$ cat src/rtl/sh_tick_pkg.sv
// Shared definitions for the SH-2 tick prescaler register block.
// Latency: n/a (types, constants and a combinational helper only).
// Backpressure: n/a.
package sh_tick_pkg;

    // Register offsets relative to the block base. All registers are long-aligned.
    localparam logic [31:0] CTRL_OFS    = 32'h0000_0000;
    localparam logic [31:0] CNT_OFS     = 32'h0000_0004;
    localparam logic [31:0] CH_OFS_BASE = 32'h0000_0008;

    // CTRL fields
    localparam int CTRL_RUN_BIT = 0;
    localparam int CTRL_CLR_BIT = 1;

    // CHn fields
    localparam int CH_SEL_LSB = 0;
    localparam int CH_SEL_W   = 5;
    localparam int CH_EN_BIT  = 7;

    // True when addr falls inside [base, base+size). The subtraction wraps,
    // so addresses below base become huge offsets and fail the compare.
    function automatic logic win_hit(input logic [31:0] addr,
                                     input logic [31:0] base,
                                     input logic [31:0] size);
        logic [31:0] ofs;
        ofs = addr - base;
        return (ofs < size);
    endfunction

endpackage

$ cat src/rtl/sh_tick_chan.sv
// Programmable channel tick: SEL/EN register, tap mux and registered tick output.
// Latency: ch_ce asserts one CLK after the qualifying tap_fire cycle.
// Backpressure: none; register writes are single-cycle and always accepted.
//
// Ports:
//   CLK, RST_N  clock, asynchronous active-low reset
//   soft_rst    synchronous clear, already qualified with the clock enable
//   wr          commit strobe for this channel register (already qualified)
//   wr_dat      byte lane 0 of the write data
//   tap_fire    per-tap fire conditions from the counter (already qualified)
//   reg_val     register contents for read-back
//   ch_ce       registered channel tick
module sh_tick_chan
    import sh_tick_pkg::*;
#(
    parameter int DIV_W = 13
) (
    input  logic             CLK,
    input  logic             RST_N,
    input  logic             soft_rst,
    input  logic             wr,
    input  logic [7:0]       wr_dat,
    input  logic [DIV_W-1:0] tap_fire,
    output logic [7:0]       reg_val,
    output logic             ch_ce
);

    logic [CH_SEL_W-1:0] sel;
    logic                en;
    logic                tap_hit;
    logic [1:0]          unused_dat;

    // Register bits 6:5 carry no state; their write data is discarded.
    assign unused_dat = wr_dat[6:5];

    // SEL=k selects tap k (tap_fire[k-1]); SEL=0 or SEL>DIV_W matches nothing.
    always_comb begin
        tap_hit = 1'b0;
        for (int i = 0; i < DIV_W; i++) begin
            if (sel == CH_SEL_W'(i + 1)) begin
                tap_hit = tap_fire[i];
            end
        end
    end

    always_comb begin
        reg_val                            = '0;
        reg_val[CH_SEL_LSB +: CH_SEL_W]    = sel;
        reg_val[CH_EN_BIT]                 = en;
    end

    // Register update and tick output share one edge, so a write coinciding
    // with a tap is judged on the old SEL/EN.
    always_ff @(posedge CLK or negedge RST_N) begin
        if (!RST_N) begin
            sel   <= '0;
            en    <= 1'b0;
            ch_ce <= 1'b0;
        end else begin
            ch_ce <= en & tap_hit;
            if (soft_rst) begin
                sel <= '0;
                en  <= 1'b0;
            end else if (wr) begin
                sel <= wr_dat[CH_SEL_LSB +: CH_SEL_W];
                en  <= wr_dat[CH_EN_BIT];
            end
        end
    end

endmodule

$ cat src/rtl/sh_tick_gen.sv
// Clock-enable prescaler: free-running counter, CLK_CE/2^k taps and NUM_CH programmable channel ticks.
// Latency: taps/channels assert one CLK after the CE_R cycle meeting the tap condition; reads are combinational.
// Backpressure: none; zero-wait bus slave, IBUS_BUSY tied low.
//
// Ports:
//   CLK, RST_N   clock, asynchronous active-low reset
//   CE_R         clock enable; all state advances only when high
//   RES_N        synchronous soft reset, active-low, sampled on CE_R
//   IBUS_*       peripheral bus slave (address, data in/out, byte enables,
//                write strobe, request, busy, active/select)
//   TAP_CE       TAP_CE[k-1] ticks at CLK_CE/2^k
//   CH_CE        programmable channel ticks
module sh_tick_gen
    import sh_tick_pkg::*;
#(
    parameter int          DIV_W     = 13,
    parameter int          NUM_CH    = 4,
    parameter logic [31:0] BASE_ADDR = 32'hFFFF_FE40
) (
    input  logic              CLK,
    input  logic              RST_N,
    input  logic              CE_R,
    input  logic              RES_N,
    input  logic [31:0]       IBUS_A,
    input  logic [31:0]       IBUS_DI,
    output logic [31:0]       IBUS_DO,
    input  logic [3:0]        IBUS_BA,
    input  logic              IBUS_WE,
    input  logic              IBUS_REQ,
    output logic              IBUS_BUSY,
    output logic              IBUS_ACT,
    output logic [DIV_W-1:0]  TAP_CE,
    output logic [NUM_CH-1:0] CH_CE
);

    localparam int WIN_BYTES = 8 + 4 * NUM_CH;

    logic [DIV_W-1:0] cnt;
    logic             run;
    logic [DIV_W-1:0] tap_fire;
    logic [DIV_W-1:0] tap_q;

    logic [31:0]      ofs;
    logic [31:0]      ofs_al;
    logic             hit;
    logic             soft_rst;
    logic             wr_commit;
    logic             ctrl_wr;
    logic             clr_wr;
    logic             advance;
    logic [7:0]       ch_reg [NUM_CH];
    logic [31:0]      rd_dat;
    logic [28:0]      unused_bits;

    assign unused_bits = {IBUS_DI[31:8], IBUS_BA[3:1], ofs[1:0]};

    // ------------------------------------------------------------------
    // Bus decode
    // ------------------------------------------------------------------
    assign ofs    = IBUS_A - BASE_ADDR;
    assign ofs_al = {ofs[31:2], 2'b00};
    assign hit    = win_hit(IBUS_A, BASE_ADDR, 32'(WIN_BYTES));

    assign IBUS_ACT  = IBUS_REQ & hit;
    assign IBUS_BUSY = 1'b0;

    assign soft_rst  = CE_R & ~RES_N;
    // Soft reset takes priority over any write in the same cycle.
    assign wr_commit = CE_R & RES_N & IBUS_REQ & IBUS_WE & hit & IBUS_BA[0];
    assign ctrl_wr   = wr_commit & (ofs_al == CTRL_OFS);
    assign clr_wr    = ctrl_wr & IBUS_DI[CTRL_CLR_BIT];

    // ------------------------------------------------------------------
    // Counter and taps
    // ------------------------------------------------------------------
    // A CLR cycle loads 0 and suppresses every tap, even at all-ones.
    assign advance = CE_R & RES_N & run & ~clr_wr;

    for (genvar i = 0; i < DIV_W; i++) begin : g_tap
        assign tap_fire[i] = advance & (&cnt[i:0]);
    end

    always_ff @(posedge CLK or negedge RST_N) begin
        if (!RST_N) begin
            cnt   <= '0;
            run   <= 1'b1;
            tap_q <= '0;
        end else begin
            // tap_fire is zero whenever CE_R is low, so pulses last one CLK.
            tap_q <= tap_fire;
            if (soft_rst) begin
                cnt <= '0;
                run <= 1'b1;
            end else if (CE_R) begin
                if (clr_wr) begin
                    cnt <= '0;
                end else if (run) begin
                    cnt <= cnt + 1'b1;
                end
                if (ctrl_wr) begin
                    run <= IBUS_DI[CTRL_RUN_BIT];
                end
            end
        end
    end

    assign TAP_CE = tap_q;

    // ------------------------------------------------------------------
    // Channels
    // ------------------------------------------------------------------
    for (genvar n = 0; n < NUM_CH; n++) begin : g_ch
        logic ch_wr;
        assign ch_wr = wr_commit & (ofs_al == (CH_OFS_BASE + 32'(4 * n)));

        sh_tick_chan #(
            .DIV_W (DIV_W)
        ) u_chan (
            .CLK      (CLK),
            .RST_N    (RST_N),
            .soft_rst (soft_rst),
            .wr       (ch_wr),
            .wr_dat   (IBUS_DI[7:0]),
            .tap_fire (tap_fire),
            .reg_val  (ch_reg[n]),
            .ch_ce    (CH_CE[n])
        );
    end

    // ------------------------------------------------------------------
    // Read mux
    // ------------------------------------------------------------------
    always_comb begin
        rd_dat = '0;
        if (IBUS_REQ && hit) begin
            if (ofs_al == CTRL_OFS) begin
                rd_dat[CTRL_RUN_BIT] = run;
            end else if (ofs_al == CNT_OFS) begin
                rd_dat[DIV_W-1:0] = cnt;
            end
            for (int n = 0; n < NUM_CH; n++) begin
                if (ofs_al == (CH_OFS_BASE + 32'(4 * n))) begin
                    rd_dat[7:0] = ch_reg[n];
                end
            end
        end
    end

    assign IBUS_DO = rd_dat;

endmodule

$ cat config.mk
export PLATFORM = sky130hd
export DESIGN_NAME = sh_tick_gen
export DESIGN_NICKNAME = d
export VERILOG_FILES = /design/src/rtl/sh_tick_pkg.sv /design/src/rtl/sh_tick_chan.sv /design/src/rtl/sh_tick_gen.sv
export SDC_FILE = /design/constraint.sdc
export NUM_CORES = 1
export LEC_CHECK = 0
export ABC_AREA = 1
export BUFFER_PORTS_ARGS = -buffer_cell sky130_fd_sc_hd__buf_2
export CAP_MARGIN = 20
export CORE_ASPECT_RATIO = 1.4
export CORE_MARGIN = 5
export CORE_UTILIZATION = 45
export CTS_CLUSTER_SIZE = 30
export DETAILED_ROUTE_END_ITERATION = 10
export PLACE_DENSITY_LB_ADDON = 0.05
export SYNTH_ARGS = -nofsm -noshare
export SYNTH_HDL_FRONTEND = slang
export SYNTH_SLANG_ARGS = --single-unit
export TNS_END_PERCENT = 30
$ cat constraint.sdc
create_clock -name CLK -period 4.82 [get_ports CLK]
set_clock_uncertainty 0.15 [all_clocks]
set_input_delay 0.241 -clock CLK [delete_from_list [all_inputs] [get_ports CLK]]
set_output_delay 0.241 -clock CLK [all_outputs]
set_load 0.01 [all_outputs]
==> impl_summary.log <==
INFO  metric setup-tns-final = 0 ns
INFO  metric clock_tree.root_cell = clkbuf_16
INFO  metric timing.final.crit_share = around three quarters
INFO  metric synth_top_cell_by_area = dfrtp_1
INFO  metric fmaxAchievable = 0.2695 GHz
INFO  metric post_synthesis_share_of_cell_area_spent_on_xor_and_xnor_gates = 0.3914%
INFO  metric hold_viol = 0
INFO  metric rows = 43
INFO  metric synth_compound_gate_area_share = 12.30%
INFO  metric synth.top_cells.by_count = nand2_1, inv_1, nor2_1
INFO  metric detailedRoute.firstIterationViolations = 246
INFO  metric routabilityCongestion = between 0.9 and 1
INFO  metric timing_worst_setup_path_type = in -> out
INFO  metric worst_skew_pair.late_latency = 0.30 ns
INFO  metric post_synth_mux_area_share = 0%
INFO  metric result_of_the_run = complete, no violations
INFO  metric grt_remaining_overflow = 0
INFO  metric die_h = between 100 and 150 um
INFO  metric n_fill_cell = 1,063
INFO  metric globalRouteTotalUtil = approximately 23%
INFO  metric synth-warning-count = 0
INFO  metric worst_hold_path_type = in -> reg
INFO  metric synth_cell_type_count = 44
INFO  metric synthesis.instances = 697
INFO  metric worst_setup_hold_path_clk_slew = 0.08 ns
INFO  metric area_growth_syn_to_layout = 12.27%
INFO  metric totalWireLength = 13,610 um
INFO  metric worst_ep_arrival_time = 3.32 ns
INFO  metric multi_input_gate_area = about 2600 um2
INFO  metric clock_sink_count = 55
INFO  metric tritoncts = yes
INFO  metric timing_max_transition_violations_final = 0
INFO  metric ys_seq_elements = 55
INFO  metric final_layout_size_suffix_gt1_share = 15.07%
INFO  metric worst-slew-pin-transition = 1.024 ns
INFO  metric cp-start-kind = input pin
INFO  metric p_leak = 2.394 nW
INFO  metric design.die.area = 12,070 um2
INFO  metric vdd_ir_drop_max = 0.0001513 V
INFO  metric port_buffers = 73
INFO  metric sequential_cell_area = 1378 um2
INFO  metric yosys_most_used_dff = dfrtp_1
INFO  metric grt_first_pass_wirelength = between 20,000 and 25,000 um
INFO  metric cp_data_required_time = 4.43 ns
INFO  metric antenna_violating_nets_post_route = 0
INFO  metric drt-vias-per-instance = 5.273
INFO  metric wire_per_inst = 15.16 um
INFO  metric most_numerous_cell_in_the_yosys_netlist = nand2_1
INFO  metric synth_async_sr_flop_share = 100.0%
INFO  metric critical-path-top-cell-by-count = nand2_1
INFO  metric fp.dieW = between 90 and 100 um
INFO  metric worstSetupEndpointType = output port
INFO  metric path_delay_family = simple AND/OR/NAND/NOR gates
INFO  metric yosys-top-cells-area = dfrtp_1, nand2_1, inv_1, nor2_1, nand4_1
INFO  metric synth_top_area_share = 30.19%
INFO  metric dpl.hpwl = 11,260 um
INFO  metric yosys.area_share.adder = 1.118%
INFO  metric detailroute.via_count = approximately 4,700
INFO  metric sequential_cell_area_fraction_in_the_yosys_report = 30.78%
INFO  metric synth_area = 4476 um2
INFO  metric cts_inserted_buffers = 5
INFO  metric rsz0062_at_grt = no
INFO  metric fin_nets = 840
INFO  metric i_o_pin_cnt = 125
INFO  metric largest_family_of_logic_cells_by_synthesized_area = simple AND/OR/NAND/NOR gates
INFO  metric final.min_clock_period = 3.710 ns
INFO  metric via_count_of_the_first_global_routing_pass = 4,393
INFO  metric number_of_endpoints_failing_setup_at_the_final_stage = 0
INFO  metric n_antenna_cell = 0
INFO  metric synth-simple-area-share = between 40% and 50%
INFO  metric grt_antenna_before_repair = 0
INFO  metric critical_path.cell_chain = buf_2 > nand2_2 > nor2_2 > nand2_1 > nor2_2 > nand2_1 > nand2_1 > nand2_1 > nor2_1 > nand2_1 > nor2_1 > nand2_1 > inv_1 > nand4_1 > nor2_1 > inv_1 > o21ai_0 > o21ai_0 > nand2_1 > o2111ai_1 > a31oi_1 > buf_2
INFO  metric synth-edff-count = 0
INFO  metric htree_num_levels = 2
INFO  metric pre_cts_slack = 1.105 ns
INFO  metric drt_drc_violations_left = 0
INFO  metric drt_pass1_iterations = 5
INFO  metric pwr_density_cell = 234.0 nW/um2
INFO  metric max_cap_violations = 0
INFO  metric core = between 9000 and 10,000 um2
INFO  metric critical_path.slowest_cell = nor2_1
INFO  metric cpPeakStageDelay = 0.43 ns
INFO  metric path_max_fanout = 8
INFO  metric maximum_clock_insertion_buffer_count = 2
INFO  metric crit_buf_inv = 4
INFO  metric initial_utilization = a little under half
INFO  metric avgSynthCellArea = approximately 6.4 um2
INFO  metric layout_setup_ws = roughly 1.1 ns
INFO  metric timing.max_slew.rel_slack = 31.46%
INFO  metric largest_net_degree_at_the_start_of_global_routing = 56
-- stage by stage --
stage | total power [mW] | hold slack, ns | area [um2] | util [%] | cells
2_1_floorplan | 0.7130 | -0.2046 | 4547 | - | 716
3_3_place_gp | 0.7881 | 0.2625 | 4862 | 49.38 | 889
3_5_place_dp | 0.7945 | 0.2715 | 4862 | 49.38 | 889
4_1_cts | 1.179 | 0.03858 | 5025 | 51.04 | 898
5_1_grt | 1.241 | 0.04755 | 5025 | 51.04 | 898
6_report | 1.176 | 0.03677 | 5025 | 51.04 | 898
-- worst register-to-register path: cells and delay by family (launching register included) --
family                     cells  cell delay (ns)
DFF                            1             0.51
adders and majority gates      1             0.35
and+or+nand+nor                9             1.88
buffers and inverters          5             0.43
-- cell families (layout without fill, tap and decap cells) --
family,Yosys count,count (layout)
xor gates and xnor gates,2,2
DFF,55,55
buffers and inverters,138,185
AOI/OAI and AO/OA,94,94
other,1,20
adders and majority gates,4,4
and+or+nand+nor,403,403
-- timing repair --
item                      in CTS  in global routing
hold endpoints to repair      54                  0
setup buffers                  0                  0
gates resized for setup        0                  0
hold buffers                   1                  0
-- final timing paths --
check                                      startpoint                     to  slack, ns  depth (start not counted)
worst min-delay path                       IBUS_DI[0]                    run       0.04                          3
worst max register to register                 cnt[0]   g_ch[2].u_chan.ch_ce       1.43                         15
worst max-delay path                       IBUS_A[13]             IBUS_DO[7]       1.11                         22
max in group asynchronous                       RST_N  g_ch[1].u_chan.sel[0]       3.61                          3
min in group asynchronous                       RST_N                cnt[12]       0.46                          3
worst min register to register  g_ch[0].u_chan.sel[0]  g_ch[0].u_chan.sel[0]       0.41                          2
-- placed cells by master (no fill, tap or decap), types with 2 or more instances in the layout --
cell type | netlist | final
inv_2 | 5 | 5
inv_1 | 96 | 96
nand3_1 | 38 | 38
o211ai_1 | 2 | 2
nor3_1 | 30 | 30
and2_1 | 2 | 2
nor3_2 | 2 | 2
nor4_1 | 3 | 3
o221ai_1 | 3 | 3
nor3b_1 | 2 | 2
nand3b_1 | 7 | 7
dfrtp_1 | 54 | 54
nand2_2 | 5 | 5
a31o_2 | 2 | 2
o21bai_1 | 5 | 5
nand2_1 | 162 | 162
xor2_1 | 2 | 2
nor2_1 | 93 | 93
a31oi_1 | 7 | 7
o2111ai_1 | 2 | 2
o21a_1 | 2 | 2
nand4_1 | 40 | 40
nand2_4 | 2 | 2
buf_2 | 1 | 73
nor2_4 | 3 | 3
nor2_2 | 9 | 9
ha_1 | 4 | 4
clkbuf_16 | 0 | 5
conb_1 | 1 | 20
o21ai_0 | 49 | 49
a21oi_1 | 17 | 17
-- per-layer routing --
layer	vias up	share of wire (%)	track usage [%]
li1	2380	-	-
met1	2158	39	24.84
met2	151	52	41.89
met3	46	4.1	2.173
met4	0	5.3	12.93
met5	-	0	0
-- final cells by class --
class                           instances  area share (%)
Inverter                              102           7.620
Tap cell                              135           3.362
Clock buffer                            5           2.490
Sequential cell                        55           27.42
Clock inverter                          3          0.5478
Multi-Input combinational cell        523           50.95
Timing Repair Buffer                   75           7.620
-- registers in the layout (all words and copies together), names as in the netlist --
name / cells
g_ch.u_chan.ch_ce: 4
g_ch.u_chan.en: 4
run: 1
g_ch.u_chan.sel: 20
TAP_CE: 13
cnt: 13
-- where the power goes --
group | total [mW] | switching (mW) | internal (mW)
Clock | 0.387 | 0.188 | 0.199
Combinational | 0.236 | 0.161 | 0.0750
Sequential | 0.553 | 0.0578 | 0.495
Note: power is estimated with default switching activity, not from simulation.
